### config.mk
export PLATFORM = sky130hd
export DESIGN_NAME = sprite_pixel_reader
export DESIGN_NICKNAME = d
export VERILOG_FILES = /design/src/rtl/sprite_pixel_reader.sv
export SDC_FILE = /design/constraint.sdc
export NUM_CORES = 1
export LEC_CHECK = 0
export ABC_AREA = 1
export CORE_ASPECT_RATIO = 1.25
export CORE_MARGIN = 5
export CORE_UTILIZATION = 50
export CTS_CLUSTER_DIAMETER = 150
export DETAILED_ROUTE_END_ITERATION = 16
export PLACE_DENSITY = 0.82
export SYNTH_ARGS = -nofsm -noshare
export SYNTH_HDL_FRONTEND = slang
export SYNTH_SLANG_ARGS = --single-unit
### constraint.sdc
create_clock -name frame_Clk -period 2.67 [get_ports frame_Clk]
set_input_delay 0.4005 -clock frame_Clk [delete_from_list [all_inputs] [get_ports frame_Clk]]
set_output_delay 0.4005 -clock frame_Clk [all_outputs]
set_load 0.01 [all_outputs]
### src/rtl/sprite_pixel_reader.sv
// Sprite pixel reader: queues pixel requests, fetches palette indices from a 16-bit
// sprite memory through a one-word cache, and presents results in request order.
module sprite_pixel_reader #(
  parameter int         ADDR_W      = 21,
  parameter int         FIFO_DEPTH  = 4,
  parameter logic [7:0] TRANSPARENT = 8'h00
) (
  input  logic              frame_Clk,
  input  logic              Reset,
  input  logic              pix_valid,
  output logic              pix_ready,
  input  logic              spriteOn,
  input  logic [ADDR_W-1:0] spriteAddress,
  input  logic [9:0]        DrawX,
  input  logic [9:0]        DrawY,
  output logic              mem_rd,
  output logic [ADDR_W-2:0] mem_addr,
  input  logic              mem_ack,
  input  logic [15:0]       mem_data,
  output logic              out_valid,
  input  logic              out_ready,
  output logic [7:0]        out_color,
  output logic              out_opaque,
  output logic [9:0]        out_X,
  output logic [9:0]        out_Y
);

  localparam int PTR_W   = $clog2(FIFO_DEPTH);
  localparam int ENTRY_W = ADDR_W + 21;

  typedef enum logic [1:0] {IDLE, READ, EMIT} ReaderState;

  ReaderState state, nextState;

  logic [ENTRY_W-1:0] fifoMem [FIFO_DEPTH];
  logic [PTR_W-1:0]   wrPtr, rdPtr;
  logic [PTR_W:0]     fifoCount;
  logic               fifoFull, fifoEmpty, push, pop;

  logic              headOn;
  logic [ADDR_W-1:0] headAddr;
  logic [9:0]        headX, headY;
  logic [ADDR_W-2:0] headWord;

  logic              cacheValid;
  logic [ADDR_W-2:0] cacheTag;
  logic [15:0]       cacheWord;
  logic              cacheHit;

  logic        loadOut, startRead, newFrame;
  logic [15:0] srcWord;
  logic [7:0]  selByte, loadColor;

  assign fifoFull  = (fifoCount == (PTR_W+1)'(FIFO_DEPTH));
  assign fifoEmpty = (fifoCount == '0);
  assign pix_ready = !fifoFull;
  assign push      = pix_valid && pix_ready;

  assign {headOn, headAddr, headX, headY} = fifoMem[rdPtr];
  assign headWord = headAddr[ADDR_W-1:1];
  assign cacheHit = cacheValid && (cacheTag == headWord);

  // A request at the frame origin means the sprite ROM may have switched bank.
  assign newFrame = push && (DrawX == '0) && (DrawY == '0);

  always_ff @(posedge frame_Clk) begin
    if (push)
      fifoMem[wrPtr] <= {spriteOn, spriteAddress, DrawX, DrawY};
  end

  always_ff @(posedge frame_Clk) begin
    if (Reset) begin
      wrPtr     <= '0;
      rdPtr     <= '0;
      fifoCount <= '0;
    end else begin
      if (push)
        wrPtr <= wrPtr + PTR_W'(1);
      if (pop)
        rdPtr <= rdPtr + PTR_W'(1);
      case ({push, pop})
        2'b10:   fifoCount <= fifoCount + (PTR_W+1)'(1);
        2'b01:   fifoCount <= fifoCount - (PTR_W+1)'(1);
        default: fifoCount <= fifoCount;
      endcase
    end
  end

  always_ff @(posedge frame_Clk) begin
    if (Reset)
      state <= IDLE;
    else
      state <= nextState;
  end

  always_comb begin
    nextState = state;
    pop       = 1'b0;
    loadOut   = 1'b0;
    startRead = 1'b0;
    case (state)
      IDLE: begin
        if (!fifoEmpty) begin
          if (!headOn || cacheHit) begin
            pop       = 1'b1;
            loadOut   = 1'b1;
            nextState = EMIT;
          end else begin
            startRead = 1'b1;
            nextState = READ;
          end
        end
      end
      READ: begin
        if (mem_ack) begin
          pop       = 1'b1;
          loadOut   = 1'b1;
          nextState = EMIT;
        end
      end
      EMIT: begin
        if (out_ready)
          nextState = IDLE;
      end
      default: nextState = IDLE;
    endcase
  end

  always_comb begin
    out_valid = (state == EMIT);
    mem_rd    = (state == READ);
  end

  // In READ the head pixel comes straight off the memory bus; otherwise from the cache.
  always_comb begin
    srcWord   = (state == READ) ? mem_data : cacheWord;
    selByte   = headAddr[0] ? srcWord[15:8] : srcWord[7:0];
    loadColor = headOn ? selByte : TRANSPARENT;
  end

  always_ff @(posedge frame_Clk) begin
    if (Reset) begin
      mem_addr   <= '0;
      out_color  <= '0;
      out_opaque <= 1'b0;
      out_X      <= '0;
      out_Y      <= '0;
      cacheValid <= 1'b0;
      cacheTag   <= '0;
      cacheWord  <= '0;
    end else begin
      if (startRead)
        mem_addr <= headWord;
      if (loadOut) begin
        out_color  <= loadColor;
        out_opaque <= headOn && (loadColor != TRANSPARENT);
        out_X      <= headX;
        out_Y      <= headY;
      end
      if ((state == READ) && mem_ack) begin
        cacheWord  <= mem_data;
        cacheTag   <= headWord;
        cacheValid <= 1'b1;
      end
      // Invalidation wins over a same-cycle fill so the new frame never sees old data.
      if (newFrame)
        cacheValid <= 1'b0;
    end
  end

endmodule

Word-level counts from Yosys, hierarchy flattened. Memories as Yosys holds them, arrays and structs flattened. A register that Yosys moved wholly into a read port is not among the register bits. Index checks and enable logic that the tools add are counted.

$add $sub $neg: 4. Muxes and demuxes: 20. Reductions and logical operators: 17. Equal/unequal tests: 9.

Operators with widths (number): == test 20 bit (1); logical NOT 10 bit (2); two-way mux 16 bit (1); two-way mux 8 bit (2); two-way mux 2 bit (6); two-way mux 1 bit (8); nonzero test 8 bit (1); logical AND 1 bit (6); case mux 2 bit (3 select lines) (1); case mux 3 bit (2 select lines) (1); adder 2 x 1 -> 2 bit, second input constant (2); == test 2 x 1 -> 1 bit, second input constant (2); == test 2 bit, second input constant (2); inequality test 2 x 1 -> 1 bit, second input constant (2); adder 3 x 1 -> 3 bit, second input constant (1); == test 3 bit, second input constant (1); logical NOT 3 bit (1); AND reduction 3 bit (1); subtractor 3 x 1 -> 3 bit, second input constant (1); logical NOT 1 bit (2); logical NOT 2 bit (1); inequality test 2 bit, second input constant (1); case mux 1 bit (2 select lines) (1); nonzero test 2 bit (1); other kinds (2) (2).

Memories: 1. Input bits: 63. Logic and storage cells: 63. Output and inout port bits: 52. Register bits: 95. RAM bits: 168.

Memories: fifoMem (depth 4, bits a word 42, rd ports 1, clocked after memory_dff 1, write ports 1, line 35) `logic [ENTRY_W-1:0] fifoMem [FIFO_DEPTH];`.

Longest topological paths before layout.
Depth in word-level cells: 8. Gate-level depth with buffers: 23. Depth with buffers taken out: 20.

Worst setup path before layout. Ideal clock, no wire load.

Path type: reg-to-reg. Start: register fifoCount[1]. End: memory fifoMem[0][0] (netlist name) (enable). Path slack: -292 ps. Arrival: 2520 ps. Library setup time: 442 ps. Stages on the path, launching flop included: 5. Clock period less this slack: 2962 ps. Required time: 2228 ps. Path through: dfxtp_1 -> inv_1 -> nand3_1 -> nand2_1 -> nor2_1.

Word-level cells in the longest chain between the ends: 5.

RTL lines: from (decl) (line 37) `logic [PTR_W:0] fifoCount;`; from (signal assigned) (line 82) `2'b10: fifoCount <= fifoCount + (PTR_W+1)'(1);`; from (signal assigned) (line 83) `2'b01: fifoCount <= fifoCount - (PTR_W+1)'(1);`; from (signal assigned) (line 84) `default: fifoCount <= fifoCount;`; == test 3 bit (line 54) `assign fifoFull = (fifoCount == (PTR_W+1)'(FIFO_DEPTH));`; logical NOT 1 bit (line 56) `assign pix_ready = !fifoFull;`; via pix_ready (line 11) `output logic pix_ready,`; logical AND 1 bit (line 57) `assign push = pix_valid && pix_ready;`; two-way mux 1 bit (line 67) `if (push)`; two-way mux 1 bit (implied by the code) (line 68) `fifoMem[wrPtr] <= {spriteOn, spriteAddress, DrawX, DrawY};`; to (decl) (line 35).

The timed path passes the listed nets, and every way through them passes these cells.

==> results.tsv <==
stage	metric	value	unit
outcome	outcome	complete, but fails checks	
outcome	violated checks	negative setup slack	
synthesis	largest family of logic cells by synthesized area	simple AND/OR/NAND/NOR gates	
floorplan	Die Y	172	um
final_layout	Area Growth Syn to Fin	31.4	%
critical_path	Critical path buffers and inverters	8	
synthesis	Synth Area in Compound Gates	9.19	%
floorplan	Initial Util	50.7	%
synthesis	Post-Synth XOR/XNOR Area	0.0830	%
grt	first-pass GRT wire length	41700	um
min_path	Hold WC Path Type	input pin to flip-flop	
synthesis	synthesized area	10600	um2
floorplan	number of core rows	59	
clock_tree	CTS max path bufs	3	
floorplan	core area	20800	um2
sta	worst slew pin tran	927	ps
critical_path	worst path arrival time	3310	ps
sta	unrepaired setup endpoints after global routing	true	
sta	Max Slew Vio Count	0	
critical_path	CP Capture Type	flip-flop	
synthesis	Yosys top cell by area	edfxtp_1	
synthesis	Netlist cell types	32	
synthesis	cells after synthesis	1041	
clock_tree	H-tree levels	1	
power_and_ir_drop	switching pwr	4.92	mW
synthesis	synthesis-stage register bit count	265	
power_and_ir_drop	Power Total	14.6	mW
final_layout	Final #Nets	1273	
power_and_ir_drop	Peak VDD IR	0.707	mV
synthesis	Synth Area in Simple Gates	20.0	%
power_and_ir_drop	Clock Power Share	25.2	%
critical_path	CP Class	flip-flop to flip-flop	
clock_tree	worst skew pair latency	530	ps
placement	Placer Congestion	0.837	
power_and_ir_drop	pwr dens	1050	nW/um2
sta	clock skew	23.1	ps
synthesis	Yosys warnings	0	
routing	Via Count	8538	
sta	final setup violation count	23	
power_and_ir_drop	Pleak	5.20	nW
critical_path	CP max stage delay	400	ps
grt	largest net degree at the start of global routing	58	
routing	Antenna Violating Nets Remaining	0	
clock_tree	CTS tree	done	
synthesis	syn_nets	1110	
final_layout	area taken by multi-input logic gates	3450	um2
critical_path	Critical Path Slowest Stage Cell	dfxtp_4	
sta	Slew headroom	37.8	%
grt	initial antenna violation count	1	
floorplan	Die W	140	um
sta	Setup TNS Final	-4710	ps
placement	dpl hpwl	15600	um
final_layout	Sequential Area	6990	um2
placement	number of port buffers	114	
final_layout	Fill cells	1431	
grt	GRT Resource Usage Total	21.5	%
sta	f_max	342	MHz
critical_path	worst-path cell chain	buf_8 -> clkbuf_16 -> nand2_1 -> nand3_2 -> nand2_2 -> nand2_2 -> nand2_1 -> nor2_1 -> nand2_1 -> nor2_2 -> nand3_2 -> buf_4 -> buf_6 -> buf_4 -> buf_4 -> buf_4 -> nand3_4 -> clkbuf_16 -> or2_1 -> a21oi_1	
final_layout	most frequent cells in the layout	269 x nand2_1, 168 x edfxtp_1, 114 x clkdlybuf4s50_1	
clock_tree	Clock Root Buffer	clkbuf_16	
sta	Tcrit/Tclk final	110	%
sta	final hold vios	0	
routing	detailed-route DRC error count	0	
synthesis	top cells by area, synth	edfxtp_1 48%, dfxtp_1 18%, nand2_1 10%	
routing	final wirelength	29600	um
grt	vias in the first global route	8140	
routing	per-cell routed wire length	19.7	um
power_and_ir_drop	Comb power frac	37.6	%
clock_tree	clk sinks	265	
floorplan	I/O pin count	115	
sta	Worst Slack Setup Final	-254	ps
final_layout	Util after Layout	66.6	%
synthesis	synthesized area per cell	10.1	um2
critical_path	CP delay by family, top	simple AND/OR/NAND/NOR gates	
power_and_ir_drop	Sw Share	33.8	%
critical_path	cell mode on critical path	buf_4	
job	max_cap viols	0	
final_layout	commonest non-fill, non-tap cell in the layout	nand2_1	
grt	Remaining Overflow, GRT	0	
routing	Pre-antenna DRT Iters	5	
routing	via/cell ratio	5.70	
clock_tree	cts bufs inserted	25	
synthesis	multiplexer share of the synthesized area	0	%
synthesis	share of the synthesized area in the top cell type	47.8	%
routing	drt initial violations	858	
final_layout	layout cell share with drive strength beyond 1	15.1	%
critical_path	startpoint type of the worst setup path	flip-flop	
power_and_ir_drop	Reg power frac	37.2	%
floorplan	die area	24100	um2
critical_path	Critical Path RT	3060	ps
sta	Final Critical Period	2920	ps
clock_tree	Reg clk slew, reported paths	70	ps
synthesis	Adder-Cell Fraction of Synth Area	0.783	%
synthesis	register area share after synthesis	66.2	%
power_and_ir_drop	Pint	9.63	mW
critical_path	Crit Path Max Fanout	8	
## worst paths after layout
kind | from | to | slack (ps) | cells past startpoint
worst max-delay path | flip-flop | mem_addr[1] | -250 | 20
worst min-delay path | mem_data[4] | cacheWord[4] | 450 | 3
worst max register to register | flip-flop | mem_addr[1] | -250 | 20
worst min register to register | mem_addr[14] | mem_addr[14] | 460 | 2
## per-stage QoR
step,std cells,setup slack (ps),hold WS (ps),instance area (um2)
global placement,1425,-76.3,446,12200
global route,1496,-426,466,13900
CTS,1483,-62.9,449,13400
detailed placement,1425,-164,456,12200
floorplan,1041,-292,434,10600
finish,1497,-254,447,13900
## timing repair
action                     CTS  global route
gates resized for setup     37            56
hold buffers                 0             0
cloned                       5             9
setup endpoints to repair    2            58
buffers inserted            10             5
pin swaps                   12            27
## routing by layer
layer / global-route usage [%] / share of wire [%]
met5: 0 / 0.044
met3: 4.29 / 9.1
met2: 37.9 / 49
met4: 7.46 / 4.0
met1: 26.6 / 38
## layout make-up
cell class	instances	share of cell area (%)
flip-flops and latches	265	50.4
diodes	1	0.0180
repair buffers	193	15.1
inverters	36	1.07
well taps	274	2.47
clock inverters	10	0.948
clock buffers	35	5.15
multi-input cells	683	24.9
## state kept, by name (all words and copies together) (netlist names), named ones only
| register | flops |
|---|---|
| cacheTag | 20 |
| cacheValid | 1 |
| cacheWord | 16 |
| fifoCount | 3 |
| fifoMem | 168 |
| mem_addr | 20 |
| out_X | 10 |
| out_Y | 10 |
| out_color | 8 |
| out_opaque | 1 |
| rdPtr | 2 |
| state | 2 |
| wrPtr | 2 |
## cells by family after synthesis
logic type | count (synthesis)
buf+inv | 93
compound gates | 171
flops | 265
simple gates | 505
fa+ha+maj | 6
xor+xnor | 1
## power by group through the flow
stage	clock, mW	combinational, mW	sequential [mW]
floorplan	0	2.46	5.53
global placement	0	4.12	5.44
detailed placement	0	4.21	5.47
CTS	3.66	4.60	5.39
global route	3.86	5.87	5.48
finish	3.66	5.47	5.42
## worst register-to-register path: stages, from the launching register on
cell	delay (ps)
dfxtp_4	400
buf_8	150
clkbuf_16	150
nand2_1	60
nand3_2	80
nand2_2	70
nand2_2	70
nand2_1	70
nor2_1	140
nand2_1	110
nor2_2	130
nand3_2	120
buf_4	160
buf_6	100
buf_4	120
buf_4	120
buf_4	130
nand3_4	190
clkbuf_16	220
or2_1	120
a21oi_1	70
## synth_stat cells, drive strengths merged
cell,count
clkinv,1
nand2,290
edfxtp,168
nor4,5
a21oi,76
nor2,98
dfxtp,97
o211ai,7
or2,20
o21ai,62
clkbuf,28
o22ai,8
fa,1
buf,29
nand3,77
ha,5
a41oi,1
nand4,2
nand3b,12
xor2,1
a211oi,3
a32o,13
nor3,1
inv,35
a311oi,1
Power figures use the tool's default switching activity.
